## src/rtl/rtc_prog_clock_pkg.sv

```systemverilog
`default_nettype none
// ============================================================================
// Module      : rtc_prog_clock_pkg
// Description : Shared constants for the PDP-8e programmable real-time clock
//               (device 13). Holds the major-state codes, the IOT opcodes
//               and the mode/rate field encodings of the enable register.
// Revision    : 1.0 - initial release
// ============================================================================
package rtc_prog_clock_pkg;

  // Major-state codes driven by the CPU sequencer
  localparam logic [4:0] F0 = 5'd0;
  localparam logic [4:0] F1 = 5'd1;
  localparam logic [4:0] F2 = 5'd2;
  localparam logic [4:0] F3 = 5'd3;

  // IOT opcodes for device 13, plus the processor-wide CAF
  localparam logic [11:0] IOT_CLZE = 12'o6130;
  localparam logic [11:0] IOT_CLSK = 12'o6131;
  localparam logic [11:0] IOT_CLDE = 12'o6132;
  localparam logic [11:0] IOT_CLAB = 12'o6133;
  localparam logic [11:0] IOT_CLEN = 12'o6134;
  localparam logic [11:0] IOT_CLSA = 12'o6135;
  localparam logic [11:0] IOT_CLBA = 12'o6136;
  localparam logic [11:0] IOT_CLCA = 12'o6137;
  localparam logic [11:0] IOT_CAF  = 12'o6007;

  // ENA1:2 counting mode
  typedef enum logic [1:0] {
    MODE_STOP    = 2'b00,
    MODE_FREE    = 2'b01,
    MODE_RELOAD  = 2'b10,
    MODE_ONESHOT = 2'b11
  } rtc_mode_e;

  // ENA3:4 tick rate
  typedef enum logic [1:0] {
    RATE_100HZ  = 2'b00,
    RATE_1KHZ   = 2'b01,
    RATE_10KHZ  = 2'b10,
    RATE_100KHZ = 2'b11
  } rtc_rate_e;

endpackage : rtc_prog_clock_pkg
`default_nettype wire

```

## src/rtl/rtc_prog_clock_prescaler.sv

```systemverilog
`default_nettype none
// ============================================================================
// Module      : rtc_prescaler
// Description : Divides clk down to the selected tick rate. Counts
//               0..div-1 while run is high and emits a one-cycle tick on
//               the terminal count. Divisor = CLK_FREQ/rate, floored and
//               clamped to at least 1 (div=1 ticks every cycle).
// Ports       : clk, reset (async, active-high)
//               rate[1:0]  rate select (rtc_rate_e)
//               run        count enable (mode != stop)
//               restart    synchronously return the count to 0
//               tick       combinational one-cycle tick at div-1
// Revision    : 1.0 - initial release
// ============================================================================
module rtc_prescaler
  import rtc_prog_clock_pkg::*;
#(
  parameter int CLK_FREQ = 50_000_000
) (
  input  logic       clk,
  input  logic       reset,
  input  logic [1:0] rate,
  input  logic       run,
  input  logic       restart,
  output logic       tick
);

  localparam int DIV_100HZ  = (CLK_FREQ / 100)    < 1 ? 1 : (CLK_FREQ / 100);
  localparam int DIV_1KHZ   = (CLK_FREQ / 1000)   < 1 ? 1 : (CLK_FREQ / 1000);
  localparam int DIV_10KHZ  = (CLK_FREQ / 10000)  < 1 ? 1 : (CLK_FREQ / 10000);
  localparam int DIV_100KHZ = (CLK_FREQ / 100000) < 1 ? 1 : (CLK_FREQ / 100000);
  // The 100 Hz divisor is always the largest, so it sizes the counter
  localparam int CW = (DIV_100HZ > 1) ? $clog2(DIV_100HZ) : 1;

  logic [CW-1:0] cnt_q, cnt_d, last;

  always_comb begin
    case (rate)
      RATE_100HZ:  last = CW'(DIV_100HZ - 1);
      RATE_1KHZ:   last = CW'(DIV_1KHZ - 1);
      RATE_10KHZ:  last = CW'(DIV_10KHZ - 1);
      default:     last = CW'(DIV_100KHZ - 1);
    endcase
  end

  assign tick = run && (cnt_q == last);

  always_comb begin
    cnt_d = cnt_q + CW'(1);
    if (restart || !run || tick) begin
      cnt_d = '0;
    end
  end

  always_ff @(posedge clk or posedge reset) begin
    if (reset) begin
      cnt_q <= '0;
    end else begin
      cnt_q <= cnt_d;
    end
  end

endmodule : rtc_prescaler
`default_nettype wire

```

## src/rtl/rtc_prog_clock.sv

```systemverilog
`default_nettype none
// ============================================================================
// Module      : rtc_prog_clock
// Description : DK8-EP-style programmable real-time clock on the PDP-8e IOT
//               bus. 12-bit tick counter with preset buffer, free-run /
//               reload / one-shot modes, overflow flag with skip and
//               interrupt.
// Ports       : clk, reset (async, active-high)
//               instruction[0:11] current IR      state[4:0] major state
//               clear  sync CAF/console clear     UF user-mode flag
//               ac[0:11] accumulator              dev_ac[0:11] data to AC
//               ac_load  one-cycle AC load strobe skip, interrupt (registered)
// Revision    : 1.0 - initial release
// ============================================================================
module rtc_prog_clock
  import rtc_prog_clock_pkg::*;
#(
  parameter int         CLK_FREQ = 50_000_000,
  parameter logic [5:0] DEV_CODE = 6'o13
) (
  input  logic        clk,
  input  logic        reset,
  input  logic [0:11] instruction,
  input  logic [4:0]  state,
  input  logic        clear,
  input  logic        UF,
  input  logic [0:11] ac,
  output logic [0:11] dev_ac,
  output logic        ac_load,
  output logic        skip,
  output logic        interrupt
);

  logic [0:11] counter_q, counter_d;
  logic [0:11] buffer_q, buffer_d;
  logic [0:4]  ena_q, ena_d;        // ENA5 is reserved and never stored
  logic        flag_q, flag_d;
  logic        overrun_q, overrun_d;
  logic [0:11] dev_ac_q, dev_ac_d;
  logic        ac_load_q, ac_load_d;
  logic        skip_q, skip_d;
  logic        interrupt_q, interrupt_d;

  // IOT decode
  logic       iot_cycle, sel, caf, do_clear;
  logic [2:0] op;
  logic       is_clze, is_clsk, is_clde, is_clab, is_clen, is_clsa, is_clba, is_clca;

  assign iot_cycle = (state == F1) && !UF;
  assign sel       = iot_cycle && (instruction[0:8] == {3'o6, DEV_CODE});
  assign op        = instruction[9:11];
  assign caf       = iot_cycle && (instruction == IOT_CAF);
  assign do_clear  = clear || caf;

  assign is_clze = sel && (op == IOT_CLZE[2:0]);
  assign is_clsk = sel && (op == IOT_CLSK[2:0]);
  assign is_clde = sel && (op == IOT_CLDE[2:0]);
  assign is_clab = sel && (op == IOT_CLAB[2:0]);
  assign is_clen = sel && (op == IOT_CLEN[2:0]);
  assign is_clsa = sel && (op == IOT_CLSA[2:0]);
  assign is_clba = sel && (op == IOT_CLBA[2:0]);
  assign is_clca = sel && (op == IOT_CLCA[2:0]);

  // Enable-register value an IOT would write this cycle
  logic [0:4] ena_iot;
  logic       ena_write;
  assign ena_write = is_clze || is_clde || is_clen;

  always_comb begin
    ena_iot = ena_q;
    if (is_clze) begin
      ena_iot = ena_q & ~ac[0:4];
    end else if (is_clde) begin
      ena_iot = ena_q | ac[0:4];
    end else if (is_clen) begin
      ena_iot = ac[0:4];
    end
  end

  logic [1:0] mode_q;
  logic       tick, tick_cnt, ovf;
  assign mode_q = ena_q[1:2];

  rtc_prescaler #(
    .CLK_FREQ (CLK_FREQ)
  ) u_prescaler (
    .clk     (clk),
    .reset   (reset),
    .rate    (ena_q[3:4]),
    .run     (mode_q != MODE_STOP),
    .restart (ena_write || do_clear),
    .tick    (tick)
  );

  // A tick is dropped when an ENA write stops the clock in the same cycle,
  // and when CLAB loads the counter (the load takes priority).
  assign tick_cnt = tick && !(ena_write && (ena_iot[1:2] == MODE_STOP)) && !is_clab;
  assign ovf      = tick_cnt && (counter_q == 12'o7777);

  always_comb begin
    counter_d   = counter_q;
    buffer_d    = buffer_q;
    ena_d       = ena_q;
    flag_d      = flag_q;
    overrun_d   = overrun_q;
    skip_d      = skip_q;
    interrupt_d = flag_q && ena_q[0];
    dev_ac_d    = '0;
    ac_load_d   = 1'b0;
    if (do_clear) begin
      counter_d   = '0;
      buffer_d    = '0;
      ena_d       = '0;
      flag_d      = 1'b0;
      overrun_d   = 1'b0;
      skip_d      = 1'b0;
      interrupt_d = 1'b0;
    end else begin
      if (is_clab) begin
        counter_d = ac;
        buffer_d  = ac;
      end else if (tick_cnt) begin
        if (ovf) begin
          counter_d = (mode_q == MODE_FREE) ? 12'o0000 : buffer_q;
        end else begin
          counter_d = counter_q + 12'd1;
        end
      end

      if (ena_write) begin
        ena_d = ena_iot;
      end else if (ovf && (mode_q == MODE_ONESHOT)) begin
        ena_d[1:2] = MODE_STOP;
      end

      // CLSK clears flag/overrun, but a coincident overflow still sets flag
      if (is_clsk) begin
        flag_d    = 1'b0;
        overrun_d = 1'b0;
      end
      if (ovf) begin
        flag_d = 1'b1;
        if (!is_clsk) begin
          overrun_d = overrun_q || flag_q;
        end
      end

      if (sel) begin
        skip_d = is_clsk && flag_q;
      end

      if (is_clsa) begin
        dev_ac_d  = {flag_q, overrun_q, ena_q, 5'b00000};
        ac_load_d = 1'b1;
      end else if (is_clba) begin
        dev_ac_d  = buffer_q;
        ac_load_d = 1'b1;
      end else if (is_clca) begin
        dev_ac_d  = counter_q;
        ac_load_d = 1'b1;
      end
    end
  end

  always_ff @(posedge clk or posedge reset) begin
    if (reset) begin
      counter_q   <= '0;
      buffer_q    <= '0;
      ena_q       <= '0;
      flag_q      <= 1'b0;
      overrun_q   <= 1'b0;
      dev_ac_q    <= '0;
      ac_load_q   <= 1'b0;
      skip_q      <= 1'b0;
      interrupt_q <= 1'b0;
    end else begin
      counter_q   <= counter_d;
      buffer_q    <= buffer_d;
      ena_q       <= ena_d;
      flag_q      <= flag_d;
      overrun_q   <= overrun_d;
      dev_ac_q    <= dev_ac_d;
      ac_load_q   <= ac_load_d;
      skip_q      <= skip_d;
      interrupt_q <= interrupt_d;
    end
  end

  assign dev_ac    = dev_ac_q;
  assign ac_load   = ac_load_q;
  assign skip      = skip_q;
  assign interrupt = interrupt_q;

endmodule : rtc_prog_clock
`default_nettype wire

```

## config.mk

```make
export PLATFORM = sky130hd
export DESIGN_NAME = rtc_prog_clock
export DESIGN_NICKNAME = d
export VERILOG_FILES = /design/src/rtl/rtc_prog_clock_pkg.sv /design/src/rtl/rtc_prog_clock_prescaler.sv /design/src/rtl/rtc_prog_clock.sv
export SDC_FILE = /design/constraint.sdc
export NUM_CORES = 1
export LEC_CHECK = 0
export BUFFER_PORTS_ARGS = -buffer_cell sky130_fd_sc_hd__buf_2
export CORE_AREA = 2 2 93 95
export CTS_CLUSTER_DIAMETER = 200
export DETAILED_ROUTE_END_ITERATION = 16
export DIE_AREA = 0 0 95 97
export PLACE_DENSITY = 0.68
export SLEW_MARGIN = 25
export SYNTH_ARGS = -nofsm -noshare
export SYNTH_HDL_FRONTEND = slang
export SYNTH_SLANG_ARGS = --single-unit
export TNS_END_PERCENT = 30
```

## constraint.sdc

```tcl
create_clock -name clk -period 3.4 [get_ports clk]
set_clock_uncertainty 0.1 [all_clocks]
set_input_delay 0.68 -clock clk [delete_from_list [all_inputs] [get_ports clk]]
set_output_delay 0.68 -clock clk [all_outputs]
set_load 0.005 [all_outputs]
```

# After elaboration in Yosys (flattened, before gate mapping)

Cells that the tools add are included.
W data, S select, Z words.

Divide/modulo/power cells: 0
Order comparisons: 0
Multiplexer cells: 35
Bitwise logic cells: 3
Multipliers: 0
Equal/unequal tests: 16
Shift-type cells: 0
Reduce and logical (&&, ||, !) cells: 42
Add/subtract/negate cells: 2

Operators by type and width:

| operator                | count |
|---|---|
| $mux W12                | 11 |
| $pmux W19 S3            | 1 |
| $eq A12 B12 Y1 const B  | 2 |
| $mux W5                 | 4 |
| $add A19 B1 Y19 const B | 1 |
| $eq A19 B19 Y1          | 1 |
| $logic_and A1 B1 Y1     | 19 |
| $mux W19                | 1 |
| $mux W1                 | 15 |
| $add A12 B1 Y12 const B | 1 |
| $eq A3 B3 Y1 const B    | 4 |
| $eq A9 B9 Y1 const B    | 1 |
| $reduce_bool A3 Y1      | 3 |
| $reduce_bool A2 Y1      | 4 |
| $logic_or A1 B1 Y1      | 7 |
| $eq A3 B2 Y1 const B    | 2 |
| $mux W2                 | 3 |
| $and A5 B5 Y5           | 1 |
| $eq A5 B1 Y1 const B    | 1 |
| $not A5 Y5              | 1 |
| $or A5 B5 Y5            | 1 |
| $eq A2 B1 Y1 const B    | 2 |
| $eq A2 B2 Y1 const B    | 2 |
| $logic_not A1 Y1        | 4 |
| other kinds (5)         | 6 |

RAM bits: 0
Logic and storage cells: 109
Bits in read-only memories: 0
Input port bits: 33
Memories kept: 0
Flip-flop bits (word level): 65
Latch bits: 0

# Logic depth before layout (Yosys ltp)

Gate-level depths: netlist of the first run.

Depth after elaboration: 17
Depth in mapped cells: 10
Mapped depth without buffers: 8

# By module

From an unflattened synthesis of the first run, not the netlist that was laid out.

Cell total of the unflattened synthesis: 432
Area total of the unflattened synthesis: 3885.0 µm²

By module, submodules not included:

| module         | cells an instance | area each (µm²) | times used |
|---|---|---|---|
| rtc_prog_clock | 311               | 2696.3          | 1 |
| rtc_prescaler  | 121               | 1188.6          | 1 |

# Least setup slack after synthesis of the first run

No wires, ideal clock.

Kind: reg-to-reg
Start point: register ena_q[4] (netlist bit)
End point: register counter_q[2] (netlist bit)
Stages on the path, launching flop included: 9
Arrival time: 2515 ps
Required time: 3208 ps
Setup slack: 693 ps
Period minus slack after synthesis: 2707 ps
Cells stage by stage: dfrtp_1 -> inv_1 -> ha_1 -> or4_1 -> nand2_1 -> o2111ai_2 -> a2111oi_4 -> mux2_2 -> o31ai_2

Word-level cells in the longest chain between the ends: 11
Elaborated cells on any way between the ends: 14
Those cells by class: eq/ne: 3; mux: 5; reduce/logical: 6

Ends and longest elaborated chain:

| what                                       | RTL line                       | text |
|---|---|---|
| from (decl)                                | rtc_prog_clock.sv:36           | `logic [0:4] ena_q, ena_d;` |
| from (signal assigned)                     | rtc_prog_clock.sv:179          | `ena_q <= ena_d;` |
| $eq A2 B2 Y1, or another cell as far along | rtc_prog_clock_prescaler.sv:38 | `case (rate)` |
| $pmux W19 S3 *                             | rtc_prog_clock_prescaler.sv:38 |  |
| $eq A19 B19 Y1 *                           | rtc_prog_clock_prescaler.sv:46 | `assign tick = run && (cnt_q == last);` |
| $logic_and A1 B1 Y1 *                      | rtc_prog_clock_prescaler.sv:46 |  |
| $logic_and A1 B1 Y1 * (2 in a row)         | rtc_prog_clock.sv:97           | `assign tick_cnt = tick && !(ena_write && (ena_iot[1:2] == MODE_STOP)) && !is_clab;` |
| $logic_and A1 B1 Y1                        | rtc_prog_clock.sv:98           | `assign ovf = tick_cnt && (counter_q == 12'o7777);` |
| $mux W12                                   | rtc_prog_clock.sv:123          | `if (ovf) begin` |
| $mux W12                                   | rtc_prog_clock.sv:122          | `end else if (tick_cnt) begin` |
| $mux W12                                   | rtc_prog_clock.sv:119          | `if (is_clab) begin` |
| $mux W12                                   | rtc_prog_clock.sv:110          | `if (do_clear) begin` |
| to (signal assigned)                       | rtc_prog_clock.sv:177          | `counter_q <= counter_d;` |
| to (decl)                                  | rtc_prog_clock.sv:34           | `logic [0:11] counter_q, counter_d;` |

Mark *: on every way between the ends. The rest lies on a longest branch, timed or not. The select of a mux whose other input is x is not followed.
A chain may end at the register's enable or synchronous reset.

# Worst setup path in the final report of the first run

Start point: register ena_q[4] (netlist bit)
End point: register counter_q[4] (netlist bit)

The elaborated chain is that of the path after synthesis.

==> results.cfg, run 1 <==
[run_status]
outcome = finished, final reports clean

[finish]
layout_area_growth_over_synthesis_pct = 14.83
final_core_utilization_pct = 56.10
finalInstanceArea_sq_mm = 0.004563
net_count_reported_at_finish = 528
layout.cells.non_filler = 598
n_antenna_cell = 0
final_layout_size_suffix_gt1_share_pct = 21.30

[yosys]
post_synth_xor_area_fraction_pct = 7.273
syn_inst = 438
netlist_top_cells_area = dfrtp_1, nand2_1, nor2_1
synth_flop_cell = dfrtp_1
synth_top_family_by_area = simple AND/OR/NAND/NOR gates
yosys.area_share.adder_pct = 2.204
yosys.area.top_type = dfrtp_1
yosys-mux-area-fraction_pct = 4.219
synth.ff_latch_count = 65
synth.top_cells.by_count = dfrtp_1, nand2_1, nor2_1
synthSimpleGateAreaFrac_pct = 23.84
synth_enable_flop_cells = 0
synth_compound_gate_area_share_pct = 17.44
synth.avg_cell_area_sq_um = 9.073
yosys.cell_count.top_type = dfrtp_1
async_flop_share_pct = 100.0
net_count_of_the_mapped_netlist = 478
synth.yosys.seq_area_share_pct = 40.93
yosysUniqueCellTypes = 60
netlist_area_sq_mm = 0.003974
ys_warn_count = 0
synthDominantCellAreaShare_pct = 40.93

[placement]
placement_stage_worst_setup_slack_ns = 0.3767
detailed_place_hpwl_um = 7284
gpl.final_weighted_congestion = 0.9260
place_area_sq_mm = 0.004339
dp_cells = 582
port_bufs = 47

[cts]
tritoncts = yes
clockBufferDepth = 2
clkSlewWorstSetupHoldPaths_ns = 0.08
ctsHtreeMaxLevel = 3
cts_setup_buffers = 0
cts.repair.resized = 0
cts.sink_count = 65
cts.hold.buffers_added = 0
cts_root_buf = clkbuf_8
clock_insertion_delay_worst_skew_ns = 0.35
cts_inserted_buffers = 9

[routing]
post_drt_via_cell_ratio = 5.763
detail_route.first_pass.iterations = 5
drcViolationCount = 0
routed_wire_length_per_instance_um = 16.89
antenna_violating_nets_post_route = 0
detailedRoute.firstIterationViolations = 246
dr_total_vias = 3446
post_detailed_routing_wire_length_um = 10100

[critical_path]
worstPathMaxFanout = 14
crit_path_top_delay_cell = or4_1
worst-setup-path-type = flop to flop
timing.critical_path.from = ena_q[4]
critPathArrivalTime_ns = 3.24
crit_chain = inv_1 -> ha_1 -> or4_1 -> nand2_1 -> o2111ai_2 -> a2111oi_4 -> buf_4 -> mux2_2 -> o31ai_2
worstSetupStartpointType = flop
cp_delay_by_family_top = compound AO/OA/AOI/OAI gates
critical_path_required_ns = 3.57
cp_num_buf_inv = 2
endpoint_kind = flop
rr_startpoint = ena_q[4]
crit_path_max_incr_delay_ns = 0.51

[die]
start_util_pct = 48.85
standard_cell_rows = 33
placeableCoreArea_sq_mm = 0.008134
io_pins = 48
die_area_sq_mm = 0.009215
die_w_um = 95
die_h_um = 97

[pwr]
p_per_area_mw_per_mm2 = 361.4
leakage_power_figure_nw = 1.978
power.ir.vdd_worst_mv = 0.1848

[grt]
grt_pass1_vias = 3486
grt.total_usage_pct = 23.62
gr-total-overflow = 0
grt_first_pass_wirelength_um = 16950
grt_start_max_net_pins = 26
grt_antenna_before_repair = 0

[timing]
setup_viol = 0
maxSlewHeadroom_pct = 49.82
fmax_mhz = 326.4
grt_setup_unrepaired = no
timing.final.crit_period_ns = 3.064
tightestPinTransition_ns = 0.7527
finalWorstSetupSlack_ns = 0.3360
final_max_slew_viol_count = 0
final_hold_viol_count = 0
setup_tns_ns = 0
post-route-period-util_pct = 90.12

[hold_path]
timing.hold.worst.class = input pin to asynchronous set/reset pin

[run]
drv.max_cap_violation_count = 0
-- metrics by stage --
step | hold slack, ns | power (mW)
6_report | 0.2518 | 1.649
3_5_place_dp | 0.3568 | 0.9060
2_1_floorplan | 0.3233 | 0.8562
3_3_place_gp | 0.3380 | 0.9034
5_1_grt | 0.2939 | 1.711
4_1_cts | 0.2703 | 1.658
-- cell type report --
class                           instances  area (sq um)
Multi-Input combinational cell        337          2185
Timing Repair Buffer                   62         347.8
Clock inverter                          7         100.1
Sequential cell                        65          1627
Tap cell                              105         131.4
Inverter                               13         48.80
Fill cell                             743          3571
Clock buffer                            9         123.9
-- kinds of logic (layout without fill, tap and decap cells) --
family | count (synthesis) | in the layout
mux | 16 | 16
xor+xnor | 33 | 33
buf+inv | 36 | 91
fa+ha+maj | 7 | 7
compound gates | 91 | 91
simple gates | 190 | 190
flops | 65 | 65
-- state kept, by name, summed over array words and instances (netlist names) --
signal	cells
dev_ac	12
skip	1
counter_q	12
u_prescaler.cnt_q	19
buffer_q	12
flag_q	1
overrun_q	1
interrupt	1
ena_q	5
ac_load	1
-- metal layers --
metal | share of wire [%] | GRT usage, % | routed length [um]
met1 | 43 | 31.53 | 4305
met2 | 49 | 37.86 | 4980
met3 | 5.8 | 5.140 | 586
met4 | 2.3 | 7.804 | 229
met5 | 0 | 0 | 0
-- where the power goes --
| part | total [mW] | internal, mW | switching, mW |
|---|---|---|---|
| Sequential | 0.779 | 0.775 | 0.00401 |
| Combinational | 0.112 | 0.0382 | 0.0737 |
| Clock | 0.758 | 0.420 | 0.338 |
-- worst paths after layout --
check                           depth (start not counted)  slack, ns                    to
worst min-delay path                                    2       0.25             dev_ac[9]
worst max-delay path                                    9       0.34          counter_q[4]
min in group clk                                        1       0.36  u_prescaler.cnt_q[0]
max in group asynchronous                               3       2.24             dev_ac[4]
worst min register to register                          1       0.36  u_prescaler.cnt_q[0]
worst max register to register                          9       0.34          counter_q[4]
-- placed cells by master (no fill, tap or decap), types with 4 or more instances in the layout --
master / n
ha_1: 7
inv_1: 12
nor3_1: 6
a21o_1: 5
clkbuf_8: 9
a22oi_1: 8
nand3_1: 26
xnor2_1: 15
nand2_1: 55
dfrtp_1: 65
mux2_2: 6
o21ai_0: 18
nor2_1: 55
o31ai_1: 4
nand4_1: 9
mux2i_1: 10
buf_4: 15
xor2_1: 18
a21oi_1: 18
and3_1: 8
buf_2: 47
a31oi_1: 12
Note: power is estimated with default switching activity, not from simulation.
==> run 2: changes to the inputs <==
Settings changed: CELL_PAD_IN_SITES_DETAIL_PLACEMENT set to 1, CELL_PAD_IN_SITES_GLOBAL_PLACEMENT set to 1, CORE_AREA 2 2 93 95 to 2 2 97 99, CTS_CLUSTER_DIAMETER 200 to 150, DIE_AREA 0 0 95 97 to 0 0 99 101, PLACE_DENSITY 0.68 to not set, PLACE_DENSITY_LB_ADDON set to 0.1.
==> results.cfg, run 2 (synthesis gave the netlist of run 1 again) <==
[finish]
finalInstanceArea_sq_mm = 0.004536
final_layout_size_suffix_gt1_share_pct = 21.14
layout_area_growth_over_synthesis_pct = 14.14
largest-register = u_prescaler.cnt_q
n_antenna_cell = 0
layout_common_cells = dfrtp_1, nor2_1, nand2_1, buf_2, nand3_1
largest_reg_flops = 19
most_frequent_standard_cell_in_the_layout_excluding_fill_and_tap_cells = dfrtp_1
net_count_reported_at_finish = 528

[cts]
cts.hold.buffers_added = 0
cts_root_buf = clkbuf_8
cts.repair.resized = 0
cts_setup_buffers = 0
clkSlewWorstSetupHoldPaths_ns = 0.07
ctsHtreeMaxLevel = 3
tritoncts = yes
clock_insertion_delay_worst_skew_ns = 0.34
cts_inserted_buffers = 9
cts.sink_count = 65
clockBufferDepth = 2

[timing]
post-route-period-util_pct = 88.30
maxSlewHeadroom_pct = 47.30
fmax_mhz = 333.1
grt_setup_unrepaired = no
setup_tns_ns = 0
tightestPinTransition_ns = 0.7893
setup_viol = 0
final_max_slew_viol_count = 0
timing.final.crit_period_ns = 3.002
final_hold_viol_count = 0

[critical_path]
worstSetupStartpointType = flop
worst_setup_path_endpoint = counter_q[4]
slack_of_the_worst_reg_to_reg_path_ns = 0.40
worstPathMaxFanout = 7
worst-setup-path-type = flop to flop
worst_r2r_endpoint = counter_q[4]
rr_startpoint = ena_q[4]
critical_path_required_ns = 3.55
count_of_cells_along_the_worst_register_to_register_path = 8
endpoint_kind = flop
critPathArrivalTime_ns = 3.15
timing.critical_path.from = ena_q[4]

[grt]
grt_antenna_before_repair = 0
gr-total-overflow = 0
grt.total_usage_pct = 24.63
grt_first_pass_wirelength_um = 19070
grt_pass1_vias = 3662
grt_start_max_net_pins = 34

[routing]
detailedRoute.firstIterationViolations = 77
drcViolationCount = 0
wl_met2_um = 5932
detail_route.first_pass.iterations = 4
post_detailed_routing_wire_length_um = 11380
dr_total_vias = 3438
wl_met1_um = 5007
highest_metal_layer_with_signal_wires = met4
post_drt_via_cell_ratio = 5.701
antenna_violating_nets_post_route = 0
routed_wire_length_per_instance_um = 18.87
met3_wirelength_um = 288

[die]
die_area_sq_mm = 0.009999
die_w_um = 99
die_h_um = 101
standard_cell_rows = 35
io_pins = 48
placeableCoreArea_sq_mm = 0.008977
start_util_pct = 44.26

[pwr]
power.ir.vdd_worst_mv = 0.1807
p_per_area_mw_per_mm2 = 340.6
leakage_power_figure_nw = 1.957

[placement]
place_area_sq_mm = 0.004352
gpl.final_weighted_congestion = 0.8186
detailed_place_hpwl_um = 8333
port_bufs = 47

[hold_path]
timing.hold.worst.class = flop to flop
hold_path.startpoint = u_prescaler.cnt_q[0]

[run_status]
outcome = finished, final reports clean

[run]
drv.max_cap_violation_count = 0
==> run 2: cell count changes in the layout (fill, tap and decap cells not counted) <==
cell        previous run  this run
nor3_1                 6         5
clkinv_4               1         0
bufinv_16              2         1
clkinv_2               1         2
clkbuf_1               0         1
clkinvlp_4             0         1
inv_6                  3         1
nor3_2                 0         1
==> run 2: metal layers <==
metal | GRT usage, % | vias to the layer above
met5 | 0 | -
met3 | 4.092 | 13
li1 | - | 1651
met2 | 42.98 | 44
met1 | 31.16 | 1730
met4 | 8.008 | 0
==> run 2: worst min path at each step <==
stage / to / depth (start not counted)
floorplan: u_prescaler.cnt_q[0] / 1
global placement: u_prescaler.cnt_q[0] / 1
detailed placement: u_prescaler.cnt_q[0] / 1
CTS: u_prescaler.cnt_q[0] / 1
global route: u_prescaler.cnt_q[0] / 1
finish: u_prescaler.cnt_q[0] / 1
==> run 2: area by class of cell <==
type / instances / area, sq um
Fill cell: 1080 / 4442
Multi-Input combinational cell: 337 / 2190
Sequential cell: 65 / 1627
Timing Repair Buffer: 62 / 347.8
Tap cell: 111 / 138.9
Clock buffer: 10 / 127.6
Clock inverter: 5 / 56.30
Inverter: 13 / 48.80
==> run 2: per-stage QoR <==
step	std cells	utilization, %	total power, mW	setup slack, ns	hold WS, ns
floorplan	438	-	0.8562	0.6934	0.3233
global placement	588	48.47	0.9064	0.4340	0.3400
detailed placement	588	48.47	0.9089	0.3885	0.3573
CTS	603	50.52	1.570	0.3761	0.3674
global route	603	50.52	1.618	0.2365	0.3817
finish	603	50.52	1.545	0.3976	0.3617
==> run 2: power by group <==
part	leakage [nW]	total [mW]	switching, mW	internal, mW
sequential	0.906	0.780	0.00442	0.775
combinational	0.958	0.114	0.0762	0.0375
clock	0.0925	0.652	0.317	0.335
==> run 2: worst max-delay path, cell delays in order (launching register included) <==
cell and delay, ns:
dfrtp_1 0.48, inv_1 0.16, ha_1 0.27, or4_1 0.51
nand2_1 0.09, o2111ai_2 0.21, a2111oi_4 0.47, mux2_2 0.40
o31ai_2 0.22
